==> config.mk <==
export PLATFORM = sky130hd
export DESIGN_NAME = sphere3_req_sched
export DESIGN_NICKNAME = d
export VERILOG_FILES = /design/src/rtl/sphere3_sched_pkg.sv /design/src/rtl/rr_arbiter.sv /design/src/rtl/sphere3_req_sched.sv
export SDC_FILE = /design/constraint.sdc
export NUM_CORES = 1
export LEC_CHECK = 0
export BUFFER_PORTS_ARGS = -buffer_cell sky130_fd_sc_hd__buf_2
export CAP_MARGIN = 10
export CORE_MARGIN = 2
export CORE_UTILIZATION = 49
export DETAILED_ROUTE_END_ITERATION = 6
export GPL_TIMING_DRIVEN = 0
export PLACE_DENSITY = 0.89
export RECOVER_POWER = 25
export SLEW_MARGIN = 20
export SYNTH_ARGS = -nofsm -noshare
export SYNTH_HDL_FRONTEND = slang
export SYNTH_SLANG_ARGS = --single-unit
export TNS_END_PERCENT = 30
==> constraint.sdc <==
create_clock -name clk -period 6.6 [get_ports clk]
set_input_delay 0 -clock clk [delete_from_list [all_inputs] [get_ports clk]]
set_output_delay 0 -clock clk [all_outputs]
set_load 0.01 [all_outputs]
==> src/rtl/sphere3_sched_pkg.sv <==
// Shared types for the sphere3 request scheduler: FSM states, the captured
// 4-D point and the per-requester sequence index width.
package sphere3_sched_pkg;

  localparam int INDEX_W = 32;

  typedef enum logic [1:0] {
    IDLE   = 2'd0,
    RESEED = 2'd1,
    POP    = 2'd2,
    RESP   = 2'd3
  } sched_state_e;

  typedef struct packed {
    logic [31:0] x;
    logic [31:0] y;
    logic [31:0] z;
    logic [31:0] w;
  } sphere3_point_t;

endpackage

==> src/rtl/rr_arbiter.sv <==
// Round-robin arbiter: grants the lowest requesting ID strictly after the
// last granted ID, wrapping. The pointer only moves when advance is high.
module rr_arbiter #(
  parameter int NUM_REQ = 4,
  parameter int ID_W    = $clog2(NUM_REQ)
) (
  input  logic               clk,
  input  logic               rst,
  input  logic [NUM_REQ-1:0] req,
  input  logic               advance,
  output logic [ID_W-1:0]    grant_id,
  output logic               grant_valid
);

  logic [ID_W-1:0] last_q, last_d;

  // Two passes: IDs at or below the pointer first, then IDs above it
  // overwrite, so the lowest ID after the pointer wins.
  always_comb begin
    // NOTE: every output of a combinational block gets a default first so no latch is inferred.
    grant_valid = 1'b0;
    grant_id    = '0;
    for (int i = NUM_REQ - 1; i >= 0; i--) begin
      if (req[i] && (ID_W'(i) <= last_q)) begin
        grant_valid = 1'b1;
        grant_id    = ID_W'(i);
      end
    end
    for (int i = NUM_REQ - 1; i >= 0; i--) begin
      if (req[i] && (ID_W'(i) > last_q)) begin
        grant_valid = 1'b1;
        grant_id    = ID_W'(i);
      end
    end
  end

  assign last_d = advance ? grant_id : last_q;

  // Reset to the top ID so the first grant after reset goes to ID 0.
  always_ff @(posedge clk or posedge rst) begin
    // NOTE: clocked state uses non-blocking assignments so all registers update together.
    if (rst) last_q <= ID_W'(NUM_REQ - 1);
    else     last_q <= last_d;
  end

endmodule

==> src/rtl/sphere3_req_sched.sv <==
// Round-robin scheduler sharing one sphere3_32bit generator among NUM_REQ
// requesters. Optional generator timeout: define SPHERE3_SCHED_TIMEOUT_EN.
module sphere3_req_sched
  import sphere3_sched_pkg::*;
#(
  parameter int NUM_REQ = 4,
  parameter int ID_W    = $clog2(NUM_REQ)
`ifdef SPHERE3_SCHED_TIMEOUT_EN
  ,
  parameter int TIMEOUT_CYCLES = 64
`endif
) (
  input  logic               clk,
  input  logic               rst,
  input  logic [NUM_REQ-1:0] req,
  input  logic               cfg_we,
  input  logic [ID_W-1:0]    cfg_id,
  input  logic [31:0]        cfg_index,
  output logic               gen_reseed_enable,
  output logic [31:0]        gen_seed,
  output logic               gen_pop_enable,
  input  logic               gen_valid,
  input  logic [31:0]        gen_x,
  input  logic [31:0]        gen_y,
  input  logic [31:0]        gen_z,
  input  logic [31:0]        gen_w,
  output logic               rsp_valid,
  input  logic               rsp_ready,
  output logic [ID_W-1:0]    rsp_id,
  output logic [31:0]        rsp_x,
  output logic [31:0]        rsp_y,
  output logic [31:0]        rsp_z,
  output logic [31:0]        rsp_w,
  output logic               rsp_err,
  output logic               busy
);

  sched_state_e       state_q, state_d;
  logic [ID_W-1:0]    grant_q;
  logic [ID_W-1:0]    arb_id;
  logic               arb_valid;
  logic               arb_advance;
  logic               capture;
  sphere3_point_t     point_q;
  logic [INDEX_W-1:0] index_q [NUM_REQ];

`ifdef SPHERE3_SCHED_TIMEOUT_EN
  localparam int TO_W = $clog2(TIMEOUT_CYCLES + 1);
  logic [TO_W-1:0] to_cnt_q;
  logic            timeout;
  logic            err_q;
`endif

  rr_arbiter #(.NUM_REQ(NUM_REQ), .ID_W(ID_W)) u_arb (
    .clk         (clk),
    .rst         (rst),
    .req         (req),
    .advance     (arb_advance),
    .grant_id    (arb_id),
    .grant_valid (arb_valid)
  );

  always_comb begin
    state_d           = state_q;
    arb_advance       = 1'b0;
    capture           = 1'b0;
    gen_reseed_enable = 1'b0;
    gen_pop_enable    = 1'b0;
    gen_seed          = '0;
`ifdef SPHERE3_SCHED_TIMEOUT_EN
    timeout           = 1'b0;
`endif
    unique case (state_q)
      IDLE: begin
        if (arb_valid) begin
          arb_advance = 1'b1;
          state_d     = RESEED;
        end
      end
      RESEED: begin
        gen_reseed_enable = 1'b1;
        gen_seed          = index_q[grant_q];
        state_d           = POP;
      end
      POP: begin
        gen_pop_enable = 1'b1;
        if (gen_valid) begin
          capture = 1'b1;
          state_d = RESP;
        end
`ifdef SPHERE3_SCHED_TIMEOUT_EN
        else if (to_cnt_q == TO_W'(TIMEOUT_CYCLES - 1)) begin
          timeout = 1'b1;
          state_d = RESP;
        end
`endif
      end
      RESP: begin
        if (rsp_ready) state_d = IDLE;
      end
      default: state_d = IDLE;
    endcase
  end

  always_ff @(posedge clk or posedge rst) begin
    if (rst) begin
      state_q <= IDLE;
      grant_q <= '0;
      point_q <= '0;
`ifdef SPHERE3_SCHED_TIMEOUT_EN
      to_cnt_q <= '0;
      err_q    <= 1'b0;
`endif
    end else begin
      state_q <= state_d;
      if (arb_advance) grant_q <= arb_id;
      if (capture) point_q <= '{x: gen_x, y: gen_y, z: gen_z, w: gen_w};
`ifdef SPHERE3_SCHED_TIMEOUT_EN
      if (timeout) point_q <= '0;
      if (state_q == POP && !gen_valid) to_cnt_q <= to_cnt_q + 1'b1;
      else                              to_cnt_q <= '0;
      if (timeout)                              err_q <= 1'b1;
      else if (state_q == RESP && rsp_ready)    err_q <= 1'b0;
`endif
    end
  end

  // The config write sits after the increment so it wins on a same-edge
  // collision; an out-of-range cfg_id matches no entry and is dropped.
  always_ff @(posedge clk or posedge rst) begin
    if (rst) begin
      // NOTE: the index table is small and must clear on reset, so it is built from flops rather than RAM.
      for (int i = 0; i < NUM_REQ; i++) index_q[i] <= '0;
    end else begin
      for (int i = 0; i < NUM_REQ; i++) begin
        if (capture && grant_q == ID_W'(i)) index_q[i] <= index_q[i] + 1'b1;
        if (cfg_we && cfg_id == ID_W'(i))   index_q[i] <= cfg_index;
      end
    end
  end

  assign rsp_valid = (state_q == RESP);
  assign rsp_id    = grant_q;
  assign rsp_x     = point_q.x;
  assign rsp_y     = point_q.y;
  assign rsp_z     = point_q.z;
  assign rsp_w     = point_q.w;
  assign busy      = (state_q != IDLE);
`ifdef SPHERE3_SCHED_TIMEOUT_EN
  assign rsp_err   = err_q;
`else
  assign rsp_err   = 1'b0;
`endif

endmodule
# Word level (Yosys, flattened, before mapping)
# Cells that the tools add are included.
word_totals:
  regBits: 262
  input_bits: 171
  output_inout_bits: 167
  elab_cells: 100
classes:
  add_sub_neg: 4
  magnitude_cmp: 9
  eq_ne: 12
  mux: 38
  bitwise: 1
  reduce_logical: 25
op_table:
  columns: ["operator", "count"]
  rows:
  - ["2-to-1 mux 32 bit", 11]
  - ["adder 32 x 1 -> 32 bit (second input constant)", 4]
  - ["binary-select mux 32 bit (select 2 bit)", 1]
  - ["2-to-1 mux 2 bit", 11]
  - ["logical AND 1 bit", 16]
  - ["2-to-1 mux 1 bit", 14]
  - ["equality test 2 bit (second input constant)", 6]
  - ["nonzero test 2 bit", 5]
  - ["one-hot mux 2 bit (4 select lines)", 1]
  - ["equality test 2 x 1 -> 1 bit (second input constant)", 3]
  - ["zero test 2 bit", 3]
  - ["greater-than comparator 1 x 2 -> 1 bit (first input constant)", 2]
  - ["greater-than comparator 2 bit (first input constant)", 2]
  - ["<= comparator 1 x 2 -> 1 bit (first input constant)", 2]
  - ["<= comparator 2 bit (first input constant)", 2]
  - ["!= test 2 bit (second input constant)", 2]
  - [">= comparator 3 bit (second input constant)", 1]
  - ["NOT 2 -> 3 bit", 1]
  - ["AND reduction 3 bit", 1]
  - ["!= test 2 x 1 -> 1 bit (second input constant)", 1]

# Longest topological paths before layout
logic_depth:
  ltp_word: 12
  mapped_depth: 9
  depth_no_buf: 7

# Hierarchy
# From an unflattened synthesis, not the netlist that was laid out.
unflattened:
  cells_unflattened: 1222
  area_unflattened_um2: 13457.9
by_module_without_submodules:
  columns: ["mod", "instances", "cells_per_inst", "area_each_um2", "seq_area_each_um2"]
  rows:
  - ["sphere3_req_sched", 1, 1202, 13280.2, 6506.2]
  - ["rr_arbiter", 1, 20, 177.7, 52.6]

# Least setup slack after synthesis
# No wires, ideal clock.
synth_path:
  path_kind: "register to register"
  start: "register state_q[0]"
  end: "register index_q[126] (netlist bit)"
  setup_ns: 0.147
  t_arrival_ns: 1.966
  t_required_ns: 6.453
  setup_slack_ns: 4.487
  path_stages_with_launch: 10
  path_buffers: 2
  synth_period_minus_slack_ns: 2.113
  cell_sequence: "dfrtp_1 -> inv_1 -> ha_1 -> clkbuf_2 -> nand4bb_2 -> nor4_2 -> buf_4 -> nand4_1 -> xnor2_1 -> o21ai_0"
synth_via:
  elab_chain_cells: 4
synth_rtl:
  columns: ["item", "line", "rtl"]
  rows:
  - ["from (decl)", "sphere3_req_sched.sv:38", "sched_state_e state_q, state_d;"]
  - ["from (signal assigned)", "sphere3_req_sched.sv:115", "state_q <= state_d;"]
  - ["equality test 2 bit", "sphere3_req_sched.sv:73", "unique case (state_q)"]
  - ["2-to-1 mux 1 bit", "sphere3_req_sched.sv:73", null]
  - ["logical AND 1 bit", "sphere3_req_sched.sv:136", "if (capture && grant_q == ID_W'(i)) index_q[i] <= index_q[i] + 1'b1;"]
  - ["nonzero test 2 bit (no source line)", null, null]
  - ["to (signal, indexed assignment)", "sphere3_req_sched.sv:136", null]
  - ["to (signal, indexed assignment)", "sphere3_req_sched.sv:137", "if (cfg_we && cfg_id == ID_W'(i)) index_q[i] <= cfg_index;"]
  - ["to (decl)", "sphere3_req_sched.sv:45", "logic [INDEX_W-1:0] index_q [NUM_REQ];"]
# No other way between the ends.
# A chain may end at the register's enable or synchronous reset.

==> metrics.csv <==
metric,value,unit
status,"complete, but fails checks",
failing checks,"max-capacitance violations, max-slew violations",
# fillers,1839,
Setup crit end kind,async pin,
area growth from synthesis to layout,37.7,%
syn_area_per_cell,9.06,µm²
global-route wire length before repair,79900,µm
routability cong.,0.990,
IO buf count,335,
Slew Limit Headroom,-25.7,%
Post-Syn Area,0.0133,mm²
WL per Instance,21.7,µm
Logic pwr share,36.7,%
remaining antenna violation count after routing,0,
WP data arrival,4.55,ns
Post-Syn Nets,1648,
initial antenna violation count,3,
footprint of the multi-input gates,0.00636,mm²
unrepaired setup endpoints after global routing,no,
type of the most critical hold path,in -> reg,
Post-synth EDFFs,0,
Fin. Hold Viols,0,
Final min period,4.08,ns
Total Routing Usage GR,36.0,%
via density per instance,5.94,
final HPWL from detailed placement,32200,µm
Tcrit/Tclk final,61.8,%
Crit Path Max Fanout,31,
core box area,0.0268,mm²
total gr overflow,0,
max frequency,245,MHz
worst-margin pin slew,1.88,ns
"most common cell after layout, fill and taps aside",nand2_1,
Clock Sinks,262,
leakage,8.76,nW
# setup viols final,0,
Pint,4.36,mW
power per standard cell area,389,mW/mm²
CTS H-Tree Depth,1,
Rows,60,
TritonRoute pass-1 iters,6,
largest net degree at the start of global routing,35,
"commonest non-fill, non-tap cells in the layout","515 x nand2_1, 343 x buf_2, 260 x dfrtp_1",
Reg power frac,36.9,%
"Clk pin slew, worst setup/hold paths",0.06,ns
WL final,51600,µm
"Seq/Total Area, Yosys",49.3,%
library cells used by synthesis,53,
Longest Clk Path Bufs,3,
GR met2 Demand/Resource,59.2,%
gr busiest metal,met2,
Num CTS Buffers,29,
vias in the first global route,14683,
clock power share,26.4,%
Power Total,7.13,mW
startpoint types,primary input,
Die Y-Extent,169,µm
Layout Nets,2193,
CP required,7.08,ns
synth warn,0,
CTS tree,built,
detailed-route via count,14144,
pins over their slew limit,127,
Chip Width,169,µm
met1 Track Usage GR,40.0,%
sw frac,38.8,%
critical path class,in -> async,
post-synthesis instance total,1468,
met3 usage,8.63,%
async set or reset register ratio after synthesis,100,%
number of remaining DRC errors,0,
Peak VDD IR,0.268,mV
Clock Skew,0.0253,ns
initial core utilization,49.6,%
clk_lat worst skew,0.58,ns
Iter 0 DRT Violations,1443,
Maximum Capacitance Violations,4,
post-layout util,68.3,%
die area,0.0285,mm²
Ports,338,
layout cells sized above 1,22.2,%
Sw Pwr,2.77,mW
Reg area,0.00656,mm²
Fin Setup TNS,0,ns
Main synth FF type,dfrtp_1,
register bit total from synthesis,262,
root buffer cell,clkbuf_16,
-- final cells by class --
cell class              instances  share of cell area, %
diodes                          3                 0.0410
clock buffers                  36                   4.43
flip-flops and latches        262                   35.8
multi-input cells            1109                   34.7
inverters                      18                  0.376
well taps                     341                   2.33
clock inverters                18                   1.62
repair buffers                514                   18.9
plain buffers                  79                   1.73
-- power by group through the flow --
stage	logic [mW]	clock network [mW]	registers [mW]
6_report	2.62	1.89	2.63
5_1_grt	2.80	1.96	2.68
4_1_cts	2.47	1.89	2.56
3_5_place_dp	2.36	0	2.58
3_3_place_gp	2.27	0	2.55
2_1_floorplan	1.25	0	2.68
-- metrics by stage --
step | instances | area (µm²) | setup WS [ns] | hold slack [ns]
floorplan | 1468 | 13300 | 3.15 | 0.105
global placement | 2144 | 15400 | 1.66 | 0.188
detailed placement | 2153 | 15600 | 3.74 | 0.0378
CTS | 2377 | 18400 | 3.67 | 0.00256
global route | 2380 | 18300 | 1.86 | 0.0747
finish | 2380 | 18300 | 2.52 | 0.0345
-- routing by layer --
layer | share of wire, % | up-vias | routed length [µm]
li1 | - | 6018 | -
met1 | 33 | 6611 | 17000
met2 | 47 | 1167 | 24400
met3 | 11 | 348 | 5520
met4 | 9.1 | 0 | 4670
met5 | 0 | - | 0
-- worst max-delay path: stages --
cell	delay, ns
dlygate4sd3_1	0.53
clkbuf_1	0.11
clkinvlp_2	0.48
clkbuf_1	0.97
clkbuf_1	1.42
clkbuf_1	1.00
-- logic make-up (layout without fill, tap and decap cells) --
| family | after synthesis | in the layout | synth area share (%) |
|---|---|---|---|
| AND/OR/NAND/NOR | 797 | 797 | 27.5 |
| flip-flops | 262 | 262 | 49.3 |
| AO/OA/AOI/OAI | 145 | 145 | 5.74 |
| XOR/XNOR | 119 | 119 | 7.84 |
| buffers and inverters | 97 | 665 | 2.89 |
| multiplexers | 38 | 38 | 5.90 |
| adder cells (fa/ha/maj) | 9 | 9 | 0.847 |
| other | 1 | 4 | 0.0282 |
-- synthesized netlist by cell type (7+ instances only) --
library cell,instances,area [µm²]
dfrtp_1,260,6510
ha_1,9,113
and2_1,38,238
and4_1,11,96.3
inv_1,18,67.6
nor3_1,8,40.0
buf_1,7,26.3
nand3_1,49,245
buf_2,9,45.0
clkbuf_1,60,225
a21oi_1,40,200
o21ai_0,89,445
xnor2_1,16,140
mux4_2,31,698
nand2_1,515,1930
and3_1,19,119
nand4_1,62,388
xor2_1,103,902
nor2_1,61,229
-- final timing paths --
path / start / end / slack, ns / depth (start not counted)
max: rst / index_q[25]$_DFFE_PP0P_ / 2.52 / 6
min: req[1] / u_arb.last_q[0]$_DFFE_PP1P_ / 0.03 / 5
max reg2reg: state_q[0]$_DFFE_PP0P_ / index_q[15]$_DFFE_PP0P_ / 3.55 / 9
min reg2reg: rsp_y[30]$_DFFE_PP0P_ / rsp_y[30]$_DFFE_PP0P_ / 0.47 / 2
max in group clk: state_q[0]$_DFFE_PP0P_ / index_q[15]$_DFFE_PP0P_ / 3.55 / 9
min in group asynchronous: rst / rsp_y[5]$_DFFE_PP0P_ / 0.08 / 3
-- timing repair --
| action | 4_1_cts | 5_1_grt |
|---|---|---|
| resized for setup | 0 | 0 |
| hold endpoints to repair | 343 | 0 |
| hold buffers | 170 | 0 |
| buffers inserted | 0 | 0 |
-- state kept, by name, summed over array words and instances, names as in the netlist --
signal        count
index_q         128
rsp_w            32
rsp_x            32
rsp_y            32
rsp_z            32
rsp_id            2
state_q           2
u_arb.last_q      2
No activity file was read; power rests on OpenSTA's default activity.
